==> config.mk <==
export PLATFORM = sky130hd
export DESIGN_NAME = led_status
export DESIGN_NICKNAME = d
export VERILOG_FILES = /design/src/rtl/led_status.sv
export SDC_FILE = /design/constraint.sdc
export NUM_CORES = 1
export LEC_CHECK = 0
export ABC_CLOCK_PERIOD_IN_PS = 4840
export BUFFER_PORTS_ARGS = -buffer_cell sky130_fd_sc_hd__buf_2
export CORE_UTILIZATION = 64
export DETAILED_ROUTE_END_ITERATION = 8
export GPL_TIMING_DRIVEN = 0
export PLACE_DENSITY_LB_ADDON = 0.25
export SLEW_MARGIN = 20
export SYNTH_ARGS = -nofsm -noshare
export SYNTH_HDL_FRONTEND = slang
export SYNTH_SLANG_ARGS = --single-unit
==> constraint.sdc <==
create_clock -name clk -period 4.84 [get_ports clk]
set_input_delay 0.484 -clock clk [delete_from_list [all_inputs] [get_ports clk]]
set_output_delay 0.484 -clock clk [all_outputs]
set_load 0.05 [all_outputs]
==> src/rtl/led_status.sv <==
// led_status: synchronised per-channel LED indicators, 1 ms tick and heartbeat.
// Optional PWM dimming of the LED bank when LED_DIM_EN is defined.
module led_status #(
  parameter int CLKRATE    = 12_000_000,
  parameter int BLINK_HZ   = 1,
  parameter int CHANNELS   = 4,
  parameter int STRETCH_MS = 50
) (
  input  logic                  clk,
  input  logic                  reset,
  input  logic [CHANNELS-1:0]   activity,
  input  logic [2*CHANNELS-1:0] mode,
  input  logic [7:0]            brightness,
  output logic                  blink,
  output logic                  ms_tick,
  output logic [CHANNELS-1:0]   led
);

  localparam int PS_DIV = CLKRATE / 1000;
  localparam int PS_W   = (PS_DIV > 1) ? $clog2(PS_DIV) : 1;
  localparam int HB_DIV = 500 / BLINK_HZ;
  localparam int HB_W   = $clog2(HB_DIV) + 1;

  logic [PS_W-1:0]     ps_cnt;
  logic                ps_wrap;
  logic [HB_W-1:0]     hb_cnt;
  logic                hb_wrap;
  logic [CHANNELS-1:0] s1;
  logic [CHANNELS-1:0] s2;
  logic [CHANNELS-1:0] s3;
  logic [CHANNELS-1:0] edg;
  logic [7:0]          st_cnt [CHANNELS];
  logic [CHANNELS-1:0] raw;

  assign ps_wrap = (ps_cnt == PS_W'(PS_DIV - 1));
  assign hb_wrap = (hb_cnt == HB_W'(HB_DIV - 1));
  assign edg     = s2 ^ s3;

  // ms prescaler; ms_tick is the registered wrap condition
  always_ff @(posedge clk) begin
    if (reset) begin
      ps_cnt  <= '0;
      ms_tick <= 1'b0;
    end else begin
      ms_tick <= ps_wrap;
      ps_cnt  <= ps_wrap ? '0 : ps_cnt + 1'b1;
    end
  end

  // heartbeat: toggle blink every HB_DIV milliseconds
  always_ff @(posedge clk) begin
    if (reset) begin
      hb_cnt <= '0;
      blink  <= 1'b0;
    end else if (ps_wrap) begin
      if (hb_wrap) begin
        hb_cnt <= '0;
        blink  <= ~blink;
      end else begin
        hb_cnt <= hb_cnt + 1'b1;
      end
    end
  end

  // two-stage synchroniser plus previous-sample register
  always_ff @(posedge clk) begin
    if (reset) begin
      s1 <= '0;
      s2 <= '0;
      s3 <= '0;
    end else begin
      s1 <= activity;
      s2 <= s1;
      s3 <= s2;
    end
  end

  // stretch counters: edge reloads, otherwise saturating ms countdown
  always_ff @(posedge clk) begin
    if (reset) begin
      for (int i = 0; i < CHANNELS; i++)
        st_cnt[i] <= '0;
    end else begin
      for (int i = 0; i < CHANNELS; i++) begin
        if (edg[i])
          st_cnt[i] <= 8'(STRETCH_MS);
        else if (ps_wrap && st_cnt[i] != 8'd0)
          st_cnt[i] <= st_cnt[i] - 8'd1;
      end
    end
  end

  // per-channel mode selection of the undimmed LED value
  always_comb begin
    raw = '0;
    for (int i = 0; i < CHANNELS; i++) begin
      unique case (mode[2*i +: 2])
        2'b00:   raw[i] = s2[i];
        2'b01:   raw[i] = edg[i] | (st_cnt[i] != 8'd0);
        2'b10:   raw[i] = ~s2[i];
        default: raw[i] = 1'b0;
      endcase
    end
  end

`ifdef LED_DIM_EN
  logic [7:0] pwm_cnt;
  logic       pwm_on;

  assign pwm_on = (pwm_cnt < brightness);

  // free-running PWM phase counter
  always_ff @(posedge clk) begin
    if (reset)
      pwm_cnt <= '0;
    else
      pwm_cnt <= pwm_cnt + 8'd1;
  end

  // LED register gated by the PWM duty
  always_ff @(posedge clk) begin
    if (reset)
      led <= '0;
    else
      led <= raw & {CHANNELS{pwm_on}};
  end
`else
  logic unused_brightness;

  assign unused_brightness = ^brightness;

  // LED register
  always_ff @(posedge clk) begin
    if (reset)
      led <= '0;
    else
      led <= raw;
  end
`endif

endmodule
======== After elaboration in Yosys (flattened, before gate mapping) ========
Memory sizes are Yosys's and may differ from the RTL's.
Index checks and enable logic that the tools add are counted.
Widths: inputs -> output; s select.
storage, ports and cells
  register bits after elaboration ......... 42
  bits in writable memories ............... 32
  output and inout port bits .............. 6
  logic and storage cells ................. 100
  memories kept ........................... 1
operators by class
  add/sub/neg operators ................... 6
  eq/ne operators ......................... 10
  mux-type cells .......................... 43
  bitwise logic cells ..................... 18
  reduce and logical (&&, ||, !) cells .... 14
memories
  name    depth  width  rd ports  clocked after memory_dff  wr ports  RTL line  RTL
  st_cnt  4      8      4         0                         4         32        logic [7:0] st_cnt [CHANNELS];
operators by type and width
  cell                   number
  $mux 8                 8
  $reduce_bool 8->1      4
  $sub 8x1->8 const B    4
  $mux 1                 30
  $add 14x1->14 const B  1
  $eq 14x14->1 const B   1
  $or 1x1->1             12
  $pmux 1 s3             4
  $add 10x1->10 const B  1
  $eq 10x9->1 const B    1
  $mux 10                1
  $eq 2x1->1 const B     4
  $eq 2x2->1 const B     4
  $logic_not 2->1        4
  $not 1->1              5
  $logic_and 1x1->1      4
  $xor 4x4->4            1
  $reduce_and 2->1       1
  $reduce_or 2->1        1

======== Depth between registers and ports, before layout ========
  depth in word-level cells ............... 7
  mapped depth ............................ 6
  depth with buffers taken out ............ 6

======== Worst setup path before layout ========
Ideal clock, no wire load.
  path type ............................... register -> register
  start ................................... register ps_cnt[12]
  end ..................................... memory st_cnt[1][2] (data pin)
  arrival time ............................ 2.151 ns
  required time ........................... 4.701 ns
  path slack .............................. 2.551 ns
  cell stages (with the launch flop) ...... 6
  buffers on the path ..................... 1
  clock period less this slack ............ 2.289 ns
  path through ............................ dfxtp_1 or4b_4 or4_4 buf_6 or4b_4 nor2_1
RTL lines
  item                    RTL line  RTL
  from (decl)             24        logic [PS_W-1:0] ps_cnt;
  from (signal assigned)  46        ps_cnt <= ps_wrap ? '0 : ps_cnt + 1'b1;
  to (decl)               32

==> impl_metrics.toml <==
[status]
outcome = "completed"

[detailed_routing]
vias = 2707
ant_nets = 0
wl_mm = 6.74
post-route-drc-count = 0
drtIter0Drc = 154
vias_per_cell = 5.85
drt_pass1_iterations = 4
wire_per_inst_um = 14.6

[layout]
syn2layout_area_growth_pct = 9.52
instances_no_fill = 463
drive_above_1_share = 0.0941
fill_cells = 377
antenna_cells = 0
final_core_util = 0.741
nNetsFinal = 419

[floorplan]
die_h_um = 76.2
dieArea_um2 = 5800
initial_core_util = 0.676
core_area_um2 = 5200
pin_count = 28
dieWidth_um = 76.2
rows = 26

[setup_path]
endpoint = "st_cnt[2][0]"
critPathTopFamily = "simple AND/OR/NAND/NOR gates"
path_cells = "or4b_4, nor4_1, clkbuf_1, nand2_1, nand3b_1"
crit_buf_inv = 1
crit_type = "register to register"
cp-startpoint = "ps_cnt[12]"
crit_arrival_ns = 2.70
critPathRequiredTime_ns = 4.83
cp_max_fo = 10
worstRegToRegCells = 5
r2r_start = "ps_cnt[12]"
cp-start-kind = "register"
crit_path_max_incr_delay_ns = 0.59
cp_slowest_cell = "nor4_1"
cp.depth = 5
worstReg2RegEnd = "st_cnt[2][0]"
worst_setup_path_end_kind = "register"
rrSetupSlack_ns = 2.14

[clock_network]
root_buffer = "clkbuf_8"
cts_tree = "yes"
clock_latency_ns = 0.34
clkTransAtPathRegs_ns = 0.07
cts_inserted_buffers = 9
cts_resized = 0
clock_sinks = 74
holdBufCountCts = 0
cts_setup_buffers = 0
htree_levels = 3
cts_buffer_depth = 2

[sta]
hold_violations = 0
layout_setup_ws_ns = 2.14
worst_pin_slew_ns = 0.969
finalCriticalPeriod_ns = 2.70
final.period_utilization = 0.559
slew_violations = 0
slew_headroom = 0.348
finalClockSkew_ns = 0.00722
timing.setup.tns_ns = 0
setup_viol = 0
fmax_ghz = 0.370
grt_setup_unrepaired = "no"

[synthesis]
synth_top_cell_by_area = "edfxtp_1"
netlist.area_leader.share = 0.273
synth_area_per_cell_um2 = 9.83
synth_cell_type_count = 40
seq_area_frac_synth = 0.512
yosys-top-cells-area = "edfxtp_1, dfxtp_1, nor2_1"
yosys_warnings = 0
syn-num-nets = 389
async_flop_share = 0
syn_inst = 358
ys.flop_type = "dfxtp_1"
ys_ff_latch = 74
synth-edff-count = 32
syn_area_um2 = 3520

[global_route]
overflow = 0
grt_max_degree = 12
grt_pass1_vias = 2602
antenna_found_initial = 0
grt_usage = 0.253
grt_pass1_wl_mm = 11.5

[placed_design]
place_ws_ns = 2.16
io_buffers = 19
hpwl_mm = 4.91
gp_congestion = 0.838
place_inst = 447

[flow_run]
maxCapViolCount = 0

[pwr]
p_per_area_nw_per_um2 = 312
ir_worst_vdd_mv = 0.223
leakagePower_nw = 1.33

[hold_path]
holdCritPathClass = "input port to register"
how the worst min path moves through the flow:
| stage | startpoint | end | slack, ns | cells after the start |
|---|---|---|---|---|
| after CTS | activity[3] | s1[3] | 0.37 | 2 |
| after detailed placement | s1[0] | s2[0] | 0.43 | 1 |
| after floorplan | s1[0] | s2[0] | 0.41 | 1 |
| after global routing | activity[0] | s1[0] | 0.37 | 2 |
| after global placement | s1[3] | s2[3] | 0.42 | 1 |
| final | activity[0] | s1[0] | 0.37 | 2 |
cell usage after synthesis, types with 3 or more instances:
cell type,count
inv_1,12
nor2_1,55
nand2_1,18
dfxtp_1,42
nand2b_1,3
nand3_1,17
ha_1,9
nor3_1,11
nand4_1,7
xnor2_1,21
a2111oi_0,3
nand4b_1,5
nor4_1,9
nor2b_1,12
edfxtp_1,32
or4_1,5
o31ai_1,4
xor2_1,17
or3_1,6
clkbuf_1,6
a21oi_1,18
o21ai_1,3
o21ai_0,13
o21a_1,5
nand3b_1,6
registers in the layout, indices dropped and copies added, names as in the netlist:
| signal | cells |
|---|---|
| st_cnt | 32 |
| ps_cnt | 14 |
| hb_cnt | 10 |
| led | 4 |
| s1 | 4 |
| s2 | 4 |
| s3 | 4 |
| blink | 1 |
| ms_tick | 1 |
per-stage QoR:
stage	cell area (um2)	power [mW]	hold slack, ns
4_1_cts	3860	1.20	0.368
3_5_place_dp	3700	0.825	0.428
3_3_place_gp	3700	0.818	0.417
5_1_grt	3860	1.25	0.366
6_report	3860	1.20	0.371
2_1_floorplan	3520	0.792	0.414
report_power, final:
| part | switching (mW) | leakage (nW) | total, mW | internal, mW |
|---|---|---|---|---|
| Combinational | 0.0662 | 0.572 | 0.110 | 0.0439 |
| Clock | 0.209 | 0.0796 | 0.389 | 0.179 |
| Sequential | 0.0227 | 0.677 | 0.702 | 0.680 |
| Total | 0.298 | 1.33 | 1.20 | 0.903 |
cell usage in the layout (no fill, tap or decap), types with 6 or more instances in the layout:
master / count
inv_1: 12
nand2_1: 18
or3_1: 6
nor2_1: 55
a21oi_1: 18
dfxtp_1: 42
xor2_1: 17
nor4_1: 9
nand4_1: 7
clkbuf_8: 9
nand3b_1: 6
clkbuf_1: 8
edfxtp_1: 32
nor3_1: 11
buf_2: 20
xnor2_1: 21
nor2b_1: 12
ha_1: 9
nand3_1: 17
o21ai_0: 13
metal layers:
metal / track usage / up-vias / routed length (um)
met5: 0 / - / 0
met4: 0.115 / 0 / 147
met3: 0.0515 / 16 / 213
met2: 0.435 / 63 / 3320
met1: 0.307 / 1280 / 3060
li1: - / 1348 / -
kinds of logic after synthesis:
| group | count (synthesis) | synth area share |
|---|---|---|
| xor gates and xnor gates | 38 | 0.0945 |
| buffers and inverters | 21 | 0.0249 |
| and+or+nand+nor | 163 | 0.244 |
| AOI/OAI and AO/OA | 53 | 0.0924 |
| DFF | 74 | 0.512 |
| adders and majority gates | 9 | 0.0320 |
area by class of cell:
class | count | area, um2 | area share
Clock inverter | 5 | 21.3 | 0.00552
Buffer | 9 | 42.5 | 0.0110
Inverter | 12 | 45.0 | 0.0117
Sequential cell | 74 | 1800 | 0.467
Clock buffer | 11 | 131 | 0.0341
Timing Repair Buffer | 19 | 95.1 | 0.0247
Tap cell | 70 | 87.6 | 0.0227
Multi-Input combinational cell | 263 | 1630 | 0.423
worst reg2reg max path: cells and delay by family (launching register included):
family,cells,cell delay [ns]
flops,1,0.34
buf+inv,1,0.43
simple gates,4,1.58
Note: power is estimated with default switching activity, not from simulation.
